<file path="src/rtl/sram_read_arbiter_pkg.sv">
// Shared definitions for the SRAM read arbiter: requester ids, FSM states,
// default geometry and the per-word return tag.
package sram_read_arbiter_pkg;

  localparam int unsigned ADDR_W_DEF = 20;
  localparam int unsigned DATA_W_DEF = 64;
  localparam int unsigned RD_LAT_DEF = 3;
  localparam int unsigned NUM_REQ    = 2;
  localparam int unsigned LEN_W      = 2;

  typedef enum logic {
    REQ_FACE = 1'b0,
    REQ_VERT = 1'b1
  } req_id_e;

  typedef enum logic {
    ST_IDLE  = 1'b0,
    ST_ISSUE = 1'b1
  } state_e;

  typedef struct packed {
    req_id_e owner;
    logic    last;
  } rd_tag_t;

  localparam int unsigned TAG_W = $bits(rd_tag_t);

  function automatic logic [NUM_REQ-1:0] id_onehot(input req_id_e id);
    return (id == REQ_VERT) ? 2'b10 : 2'b01;
  endfunction

endpackage

</file>
<file path="src/rtl/sram_read_arbiter_if.sv">
// Request, SRAM and response signals of the read arbiter; slave = arbiter side.
interface sram_read_arbiter_if #(
  parameter int unsigned ADDR_W = 20,
  parameter int unsigned DATA_W = 64
);
  logic [1:0]        req_valid;
  logic [ADDR_W-1:0] req_addr0;
  logic [ADDR_W-1:0] req_addr1;
  logic [1:0]        req_len0;
  logic [1:0]        req_len1;
  logic [1:0]        req_ready;
  logic [ADDR_W-1:0] sram_addr;
  logic              sram_rd;
  logic [DATA_W-1:0] sram_rdata;
  logic [1:0]        rsp_valid;
  logic [DATA_W-1:0] rsp_data;
  logic              rsp_last;
  logic              busy;

  modport slave (
    input  req_valid, req_addr0, req_addr1, req_len0, req_len1, sram_rdata,
    output req_ready, sram_addr, sram_rd, rsp_valid, rsp_data, rsp_last, busy
  );

  modport master (
    output req_valid, req_addr0, req_addr1, req_len0, req_len1, sram_rdata,
    input  req_ready, sram_addr, sram_rd, rsp_valid, rsp_data, rsp_last, busy
  );
endinterface

</file>
<file path="src/rtl/sram_read_arbiter_rd_tag_pipe.sv">
// Valid/tag delay line that follows each SRAM read until its data returns.
module rd_tag_pipe #(
  parameter int unsigned DEPTH = 3,
  parameter int unsigned TAG_W = 2
) (
  input  logic             clk,
  input  logic             srst_n,
  input  logic             in_vld,
  input  logic [TAG_W-1:0] in_tag,
  output logic             out_vld,
  output logic [TAG_W-1:0] out_tag,
  output logic             any_vld
);

  logic [DEPTH-1:0]            vld_q, vld_d;
  logic [DEPTH-1:0][TAG_W-1:0] tag_q, tag_d;

  always_comb begin
    vld_d    = vld_q;
    tag_d    = tag_q;
    vld_d[0] = in_vld;
    tag_d[0] = in_tag;
    for (int unsigned i = 1; i < DEPTH; i++) begin
      vld_d[i] = vld_q[i-1];
      tag_d[i] = tag_q[i-1];
    end
  end

  always_ff @(posedge clk or negedge srst_n) begin
    if (!srst_n) begin
      vld_q <= '0;
      tag_q <= '0;
    end else begin
      vld_q <= vld_d;
      tag_q <= tag_d;
    end
  end

  assign out_vld = vld_q[DEPTH-1];
  assign out_tag = tag_q[DEPTH-1];
  assign any_vld = |vld_q;

endmodule

</file>
<file path="src/rtl/sram_read_arbiter.sv">
// Round-robin arbiter turning two burst read requesters into a single SRAM
// read stream, routing the fixed-latency return data back to its owner.
module sram_read_arbiter
  import sram_read_arbiter_pkg::*;
#(
  parameter int unsigned ADDR_W = ADDR_W_DEF,
  parameter int unsigned DATA_W = DATA_W_DEF,
  parameter int unsigned RD_LAT = RD_LAT_DEF
) (
  input  logic               clk,
  input  logic               srst_n,
  sram_read_arbiter_if.slave bus
);

  state_e              state_q, state_d;
  req_id_e             rr_pref_q, rr_pref_d;
  req_id_e             owner_q, owner_d;
  req_id_e             grant_id_c;
  logic                grant_en_c;
  logic [LEN_W-1:0]    beat_q, beat_d;
  logic [LEN_W-1:0]    len_q, len_d;
  logic [ADDR_W-1:0]   base_q, base_d;
  logic [ADDR_W-1:0]   sram_addr_q, sram_addr_d;
  logic [NUM_REQ-1:0]  req_ready_q, req_ready_d;
  logic [NUM_REQ-1:0]  rsp_valid_q, rsp_valid_d;
  logic                sram_rd_q, sram_rd_d;
  logic                rsp_last_q, rsp_last_d;
  logic                busy_q, busy_d;
  rd_tag_t             tag_d, pipe_tag;
  logic [TAG_W-1:0]    tag_bits_d, pipe_tag_bits;
  logic                pipe_vld, pipe_any;

  // Sole requester wins; on a tie the one not granted last wins.
  always_comb begin
    grant_en_c = |bus.req_valid;
    case (bus.req_valid)
      2'b01:   grant_id_c = REQ_FACE;
      2'b10:   grant_id_c = REQ_VERT;
      default: grant_id_c = rr_pref_q;
    endcase
  end

  always_ff @(posedge clk or negedge srst_n) begin
    if (!srst_n) state_q <= ST_IDLE;
    else         state_q <= state_d;
  end

  always_comb begin
    state_d = state_q;
    case (state_q)
      ST_IDLE:  if (grant_en_c) state_d = ST_ISSUE;
      ST_ISSUE: if (beat_q == len_q) state_d = ST_IDLE;
    endcase
  end

  // Outputs are registered from next-state values so sram_rd tracks ISSUE exactly.
  always_comb begin
    beat_d      = beat_q;
    len_d       = len_q;
    base_d      = base_q;
    owner_d     = owner_q;
    rr_pref_d   = rr_pref_q;
    req_ready_d = '0;
    if (state_q == ST_IDLE) begin
      if (grant_en_c) begin
        beat_d      = '0;
        owner_d     = grant_id_c;
        rr_pref_d   = (grant_id_c == REQ_FACE) ? REQ_VERT : REQ_FACE;
        base_d      = (grant_id_c == REQ_VERT) ? bus.req_addr1 : bus.req_addr0;
        len_d       = (grant_id_c == REQ_VERT) ? bus.req_len1  : bus.req_len0;
        req_ready_d = id_onehot(grant_id_c);
      end
    end else begin
      beat_d = beat_q + LEN_W'(1);
    end
    sram_rd_d   = (state_d == ST_ISSUE);
    sram_addr_d = sram_rd_d ? (base_d + ADDR_W'(beat_d)) : sram_addr_q;
    tag_d.owner = owner_d;
    tag_d.last  = (beat_d == len_d);
    rsp_valid_d = pipe_vld ? id_onehot(pipe_tag.owner) : '0;
    rsp_last_d  = pipe_vld & pipe_tag.last;
    busy_d      = sram_rd_d | pipe_any;
  end

  always_ff @(posedge clk or negedge srst_n) begin
    if (!srst_n) begin
      beat_q      <= '0;
      len_q       <= '0;
      base_q      <= '0;
      owner_q     <= REQ_FACE;
      rr_pref_q   <= REQ_FACE;
      req_ready_q <= '0;
      sram_rd_q   <= 1'b0;
      sram_addr_q <= '0;
      rsp_valid_q <= '0;
      rsp_last_q  <= 1'b0;
      busy_q      <= 1'b0;
    end else begin
      beat_q      <= beat_d;
      len_q       <= len_d;
      base_q      <= base_d;
      owner_q     <= owner_d;
      rr_pref_q   <= rr_pref_d;
      req_ready_q <= req_ready_d;
      sram_rd_q   <= sram_rd_d;
      sram_addr_q <= sram_addr_d;
      rsp_valid_q <= rsp_valid_d;
      rsp_last_q  <= rsp_last_d;
      busy_q      <= busy_d;
    end
  end

  // Tag enters alongside sram_rd_d so the final response register lands on the data cycle.
  assign tag_bits_d = tag_d;
  assign pipe_tag   = rd_tag_t'(pipe_tag_bits);

  rd_tag_pipe #(
    .DEPTH (RD_LAT),
    .TAG_W (TAG_W)
  ) u_tag_pipe (
    .clk     (clk),
    .srst_n  (srst_n),
    .in_vld  (sram_rd_d),
    .in_tag  (tag_bits_d),
    .out_vld (pipe_vld),
    .out_tag (pipe_tag_bits),
    .any_vld (pipe_any)
  );

  assign bus.req_ready = req_ready_q;
  assign bus.sram_rd   = sram_rd_q;
  assign bus.sram_addr = sram_addr_q;
  assign bus.rsp_valid = rsp_valid_q;
  assign bus.rsp_last  = rsp_last_q;
  assign bus.rsp_data  = DATA_W'(bus.sram_rdata);
  assign bus.busy      = busy_q;

endmodule

</file>
<file path="src/flat_wrapper.sv">
// flat-port wrapper written by rule: the top's interface ports become plain ports
module sram_read_arbiter_flat import sram_read_arbiter_pkg::*;
#(
  parameter int unsigned ADDR_W = ADDR_W_DEF,
  parameter int unsigned DATA_W = DATA_W_DEF,
  parameter int unsigned RD_LAT = RD_LAT_DEF
)
  (clk, srst_n, bus_req_valid, bus_req_addr0, bus_req_addr1, bus_req_len0, bus_req_len1, bus_sram_rdata, bus_req_ready, bus_sram_addr, bus_sram_rd, bus_rsp_valid, bus_rsp_data, bus_rsp_last, bus_busy);
  sram_read_arbiter_if #(.ADDR_W(ADDR_W), .DATA_W(DATA_W)) bus_i ();
  input  logic clk;
  input  logic srst_n;
  input wire logic [$bits(bus_i.req_valid)-1:0] bus_req_valid;
  input wire logic [$bits(bus_i.req_addr0)-1:0] bus_req_addr0;
  input wire logic [$bits(bus_i.req_addr1)-1:0] bus_req_addr1;
  input wire logic [$bits(bus_i.req_len0)-1:0] bus_req_len0;
  input wire logic [$bits(bus_i.req_len1)-1:0] bus_req_len1;
  input wire logic [$bits(bus_i.sram_rdata)-1:0] bus_sram_rdata;
  output wire logic [$bits(bus_i.req_ready)-1:0] bus_req_ready;
  output wire logic [$bits(bus_i.sram_addr)-1:0] bus_sram_addr;
  output wire logic [$bits(bus_i.sram_rd)-1:0] bus_sram_rd;
  output wire logic [$bits(bus_i.rsp_valid)-1:0] bus_rsp_valid;
  output wire logic [$bits(bus_i.rsp_data)-1:0] bus_rsp_data;
  output wire logic [$bits(bus_i.rsp_last)-1:0] bus_rsp_last;
  output wire logic [$bits(bus_i.busy)-1:0] bus_busy;
  assign bus_i.req_valid = bus_req_valid;
  assign bus_i.req_addr0 = bus_req_addr0;
  assign bus_i.req_addr1 = bus_req_addr1;
  assign bus_i.req_len0 = bus_req_len0;
  assign bus_i.req_len1 = bus_req_len1;
  assign bus_i.sram_rdata = bus_sram_rdata;
  assign bus_req_ready = bus_i.req_ready;
  assign bus_sram_addr = bus_i.sram_addr;
  assign bus_sram_rd = bus_i.sram_rd;
  assign bus_rsp_valid = bus_i.rsp_valid;
  assign bus_rsp_data = bus_i.rsp_data;
  assign bus_rsp_last = bus_i.rsp_last;
  assign bus_busy = bus_i.busy;
  sram_read_arbiter #(.ADDR_W(ADDR_W), .DATA_W(DATA_W), .RD_LAT(RD_LAT)) u_core (.clk(clk), .srst_n(srst_n), .bus(bus_i));
endmodule
</file>
<file path="config.mk">
export PLATFORM = sky130hd
export DESIGN_NAME = sram_read_arbiter_flat
export DESIGN_NICKNAME = d
export VERILOG_FILES = /design/src/rtl/sram_read_arbiter_pkg.sv /design/src/rtl/sram_read_arbiter_if.sv /design/src/rtl/sram_read_arbiter_rd_tag_pipe.sv /design/src/rtl/sram_read_arbiter.sv /design/src/flat_wrapper.sv
export SDC_FILE = /design/constraint.sdc
export NUM_CORES = 1
export LEC_CHECK = 0
export BUFFER_PORTS_ARGS = -buffer_cell sky130_fd_sc_hd__buf_4
export CORE_MARGIN = 2
export CORE_UTILIZATION = 49
export CTS_BUF_LIST = sky130_fd_sc_hd__clkbuf_4
export CTS_CLUSTER_SIZE = 20
export DETAILED_ROUTE_END_ITERATION = 16
export PLACE_DENSITY = 0.95
export SLEW_MARGIN = 20
export SYNTH_ARGS = -nofsm -noshare
export SYNTH_HDL_FRONTEND = slang
export SYNTH_SLANG_ARGS = --single-unit
export TNS_END_PERCENT = 50
</file>
<file path="constraint.sdc">
create_clock -name clk -period 6.3 [get_ports clk]
set_input_delay 0.315 -clock clk [delete_from_list [all_inputs] [get_ports clk]]
set_output_delay 0.315 -clock clk [all_outputs]
set_load 0.02 [all_outputs]
</file>
# Word level (Yosys, flattened, before mapping)
# Cells that the tools add are included.
totals:
  reg_bits: 62
  in_bits: 112
  out_inout_bits: 91
  wordCells: 47
classes:
  n_addsub: 2
  n_eq_ne: 4
  muxes: 20
  bitwise_logic: 3
  n_reduce_logical: 3
ops:
  columns: ["cell", "count"]
  rows:
  - ["20-bit two-way mux", 3]
  - ["20-bit by 2-bit adder with 20-bit output", 1]
  - ["2-bit two-way mux", 10]
  - ["1-bit two-way mux", 5]
  - ["2-bit equality test", 2]
  - ["1-bit one-hot mux with 2 select lines", 2]
  - ["3-bit OR reduction", 1]
  - ["2-bit by 1-bit adder with 2-bit output (second input constant)", 1]
  - ["2-bit by 1-bit equality test with 1-bit output (second input constant)", 1]
  - ["2-bit equality test (second input constant)", 1]
  - ["2-bit AND reduction", 1]
  - ["2-bit OR reduction", 1]
  - ["1-bit AND", 1]
  - ["1-bit inverter", 1]
  - ["1-bit bitwise OR", 1]

# Longest topological paths before layout
depth:
  ltp_word: 6
  depth_mapped: 16

# Cells and area by module
# A second synthesis with hierarchy kept.
unflattened:
  hier_cells: 338
  area_unflattened_um2: 3479.6
modules_own_cells:
  columns: ["module", "n_inst", "cells_per_inst", "area_per_inst_um2", "seq_area_each_um2"]
  rows:
  - ["sram_read_arbiter", 1, 328, 3248.1, 1326.3]
  - ["rd_tag_pipe", 1, 10, 231.5, 225.2]

# Least setup slack after synthesis
# Ideal clock, no wire load.
synth_path:
  path_type: "input to register"
  from: "input bus_req_valid[0]"
  to: "register u_core.sram_addr_q[18] (netlist: u_core.bus.sram_addr[18])"
  setup_time_ps: 82
  arrival_time_ps: 3382
  required_time_ps: 6218
  setup_slack_ps: 2836
  stages: 16
  cell_sequence: "inv_1 -> ha_1 -> nor2_4 -> buf_2 -> buf_1 -> buf_1 -> nor2_1 -> a31oi_1 -> ha_1 -> inv_1 -> fa_1 -> inv_1 -> o211a_1 -> nand3_2 -> or4_1 -> a31oi_1"
synth_via:
  elab_chain_cells: 6
  elab_cells_between_ends: 12
synth_rtl:
  columns: ["element", "line", "text"]
  rows:
  - ["start, declared", "flat_wrapper.sv:12", "input wire logic [$bits(bus_i.req_valid)-1:0] bus_req_valid;"]
  - ["2-bit equality test or 2-bit by 1-bit equality test with 1-bit output (tied branches)", "sram_read_arbiter.sv:36", "case (bus.req_valid)"]
  - ["1-bit one-hot mux with 2 select lines", "sram_read_arbiter.sv:36", null]
  - ["20-bit two-way mux", "sram_read_arbiter.sv:69", "base_d = (grant_id_c == REQ_VERT) ? bus.req_addr1 : bus.req_addr0;"]
  - ["20-bit two-way mux *", "sram_read_arbiter.sv:65", "if (grant_en_c) begin"]
  - ["20-bit two-way mux *", "sram_read_arbiter.sv:64", "if (state_q == ST_IDLE) begin"]
  - ["named net u_core.base_d[0]", "sram_read_arbiter.sv:22", "logic [ADDR_W-1:0] base_q, base_d;"]
  - ["20-bit by 2-bit adder with 20-bit output *", "sram_read_arbiter.sv:77", "sram_addr_d = sram_rd_d ? (base_d + ADDR_W'(beat_d)) : sram_addr_q;"]
  - ["end signal, assigned", "sram_read_arbiter.sv:106", "sram_addr_q <= sram_addr_d;"]
  - ["end, declared", "sram_read_arbiter.sv:23", "logic [ADDR_W-1:0] sram_addr_q, sram_addr_d;"]
# Mark *: on every way through the listed nets, which the timed path passes. The rest lies on a longest branch.
# A chain may end at the register's enable or synchronous reset.

# Final worst setup path
layout_path:
  from: "input bus_req_valid[1]"
  to: "register u_core.sram_addr_q[18] (netlist: u_core.bus.sram_addr[18])"
# The elaborated chain is that of the path after synthesis.

==> summary.md <==
| Metric | Value |
|---|---|
| Most frequent CP cell | `inv_1` |
| Asr flop ratio synth | `1.00` |
| Register Area | `1500 µm²` |
| CP cell instances | `buf_4 > inv_1 > ha_1 > mux2i_4 > nand2_1 > a31oi_1 > ha_1 > inv_1 > fa_1 > inv_1 > o211a_1 > nand3_2 > or4_1 > a31oi_1` |
| Ys flop type | `dfrtp_1` |
| Max_cap viols | `0` |
| GRT Total Usage | `0.219` |
| GPL Wtd Cong | `0.867` |
| Post-synthesis area per instance | `9.20 µm²` |
| EDFF count, synth | `0` |
| Peak supply drop | `0.181 mV` |
| Number of DRC markers in iteration 0 | `228` |
| Max-slew headroom | `0.416` |
| NumNets Final | `508` |
| Seq/Total Area, Yosys | `0.426` |
| Total I/O pin count | `203` |
| Max-slew violations | `0` |
| Grt ovf | `0` |
| Slowest cell on the critical path | `mux2i_4` |
| Synth Warn # | `0` |
| Post-route ant nets | `0` |
| # port buffers | `74` |
| Area of the multi-input gates | `1420 µm²` |
| Post-synthesis instance area | `3520 µm²` |
| Maximum buffer depth of the clock tree | `2` |
| DR DRC count | `0` |
| Final Hold Viols | `0` |
| Cells after Synth | `383` |
| Power per Cell Area | `542 nW/µm²` |
| First-pass GRT wire length | `12900 µm` |
| R2r startpoint | `u_core.rr_pref_q$_DFFE_PN0P_` |
| Layout cell share with drive strength beyond 1 | `0.250` |
| Crit. End Element | `flip-flop` |
| Clk Latency, worst-skew pair | `0.42 ns` |
| H-Tree Depth | `3` |
| Vias in the first global route | `2761` |
| DRT Pass-1 Iters | `4` |
| Crit-path max cell delay | `0.76 ns` |
| Fillers | `576` |
| Most common cell in the synthesized netlist | `buf_4` |
| Fin crit share | `0.533` |
| Initial Util | `0.513` |
| WP data arrival | `3.69 ns` |
| NetSw | `0.949 mW` |
| Worst-path clk slew | `0.09 ns` |
| Final setup viols | `0` |
| Clock share of power | `0.108` |
| CTS tree | `done` |
| Buf/Inv on CP | `4` |
| Die width | `88.8 µm` |
| #FFs+latches synth | `60` |
| Via-to-Cell Ratio | `5.72` |
| Commonest cells in the netlist | `buf_4 (67), nand2_1 (61), dfrtp_1 (60)` |
| Area contributors post-synth | `dfrtp_1 (43%), buf_4 (14%), nand2_1 (6.5%)` |
| Layout area overhead | `7.38%` |
| FMAX | `0.298 GHz` |
| Req. time, crit path | `6.64 ns` |
| DR WL/cell | `17.0 µm` |
| Full die area | `7890 µm²` |
| Unrepaired setup endpoints after global routing | `no` |
| Clock sinks | `60` |
| Setup TNS | `0 ns` |
| Synth cell types | `49` |
| Post-DP HPWL | `5900 µm` |
| Initial antenna violation count | `0` |
| Combinational share of power | `0.554` |
| DRT Wirelength | `8360 µm` |
| Leakage power | `1.69 nW` |
| Die Y | `88.8 µm` |
| Post-layout min period | `3.36 ns` |
| Core area | `6870 µm²` |
| Kind of critical path | `in -> reg` |
| Worst Tran Pin Value | `0.858 ns` |
| Clock buffer count from CTS | `9` |
| Hold_sp | `bus_req_addr0[0]` |
| Worst Setup SP | `bus_req_valid[1]` |
| Largest net degree at the start of global routing | `61` |
| Largest fanout on the critical path | `25` |
| Min-Delay Path Class | `in -> reg` |
| CP top delay family | `adder cells` |
| Sequential share of power | `0.338` |
| Int Power | `1.10 mW` |
| Sw frac | `0.463` |
| Top cell type's share of synthesized area | `0.426` |
| Synthesized net count | `500` |
| Post-synth top area cell | `dfrtp_1` |
| Inserted Diodes | `0` |
| CP startpoint kind | `input port` |
| Status | `complete, no violations` |
| FP Rows | `30` |
| Vias | `2816` |
| Clk root buf | `clkbuf_4` |
| Worst clock skew | `0.0180 ns` |
| Final hold slack | `0.200 ns` |
-- layout by cell type (no fill, tap or decap), types with 8 or more instances in the layout --
cell type  netlist  routed
dfrtp_1         60      60
a31oi_1         19      19
o21ai_0         11      11
clkbuf_4         0      11
nand2_1         61      61
nand4_1          8       8
buf_4           67      74
nor2_1          32      32
nand3_1         15      15
inv_1           11      11
-- registers in the layout, summed over array words and instances (netlist names) --
signal                     flops
u_core.base_q                 20
u_core.beat_q                  2
u_core.bus.busy                1
u_core.bus.req_ready           2
u_core.bus.rsp_last            1
u_core.bus.rsp_valid           2
u_core.bus.sram_addr          20
u_core.len_q                   2
u_core.owner_q                 1
u_core.rr_pref_q               1
u_core.u_tag_pipe.out_tag      2
u_core.u_tag_pipe.tag_d        3
u_core.u_tag_pipe.vld_q        3
-- metrics by stage --
step	cells	total power [mW]	worst slack, ns	util	instance area [µm²]
2_1_floorplan	383	1.53	2.84	-	3520
3_3_place_gp	474	1.74	2.74	0.531	3650
3_5_place_dp	474	1.81	2.47	0.531	3650
4_1_cts	491	2.02	2.67	0.547	3760
5_1_grt	492	2.19	2.73	0.551	3780
6_report	492	2.05	2.94	0.551	3780
-- power groups by stage --
stage               registers (mW)  logic (mW)  clock network, mW
finish                       0.694        1.14              0.221
global route                 0.710        1.25              0.236
CTS                          0.691        1.11              0.219
detailed placement           0.697        1.11                  0
global placement             0.686        1.06                  0
floorplan                    0.757       0.772                  0
-- layout make-up --
| class | instances | share of cell area |
|---|---|---|
| inverter | 12 | 0.0119 |
| clock inverter | 5 | 0.00496 |
| multi-input combinational | 232 | 0.376 |
| tap | 96 | 0.0317 |
| sequential | 60 | 0.397 |
| clock buffer | 11 | 0.0218 |
| timing repair buffer | 76 | 0.157 |
-- logic make-up after synthesis --
logic type	count (synthesis)	share of synthesized area
compound gates	57	0.113
mux	11	0.0380
fa+ha+maj	5	0.0199
buf+inv	91	0.170
flops	60	0.426
xor+xnor	14	0.0348
simple gates	145	0.198
-- worst register-to-register path: cells and delay by family (launching register included) --
kind | cells | cell delay [ns]
AND/OR/NAND/NOR | 3 | 0.73
multiplexers | 1 | 0.70
AO/OA/AOI/OAI | 3 | 0.62
adder cells (fa/ha/maj) | 2 | 0.62
flip-flops | 1 | 0.44
buffers and inverters | 2 | 0.15
-- repair_timing --
action / 4_1_cts / 5_1_grt
hold buffers: 1 / 0
resized for setup: 0 / 0
endpoints found under the hold margin: 53 / 0
buffers inserted: 0 / 0
-- final timing paths --
check | to | slack [ns] | depth (start not counted)
setup / recovery | u_core.bus.sram_addr[18]$_DFFE_PN0P_ | 2.94 | 14
hold / removal | u_core.base_q[0]$_DFF_PN0_ | 0.20 | 3
setup reg to reg | u_core.bus.sram_addr[18]$_DFFE_PN0P_ | 2.95 | 11
hold reg to reg | u_core.u_tag_pipe.out_tag[1]$_DFF_PN0_ | 0.35 | 0
max in group asynchronous | u_core.base_q[7]$_DFF_PN0_ | 5.32 | 2
min in group asynchronous | u_core.base_q[2]$_DFF_PN0_ | 0.49 | 2
-- routing by layer --
layer	global-route usage	up-vias	part of all wire
met2	0.356	191	0.50
met5	0	-	0
met3	0.0728	39	0.10
li1	-	1261	-
met4	0.116	0	0.031
met1	0.257	1325	0.37
(Power assumes the default switching activity.)
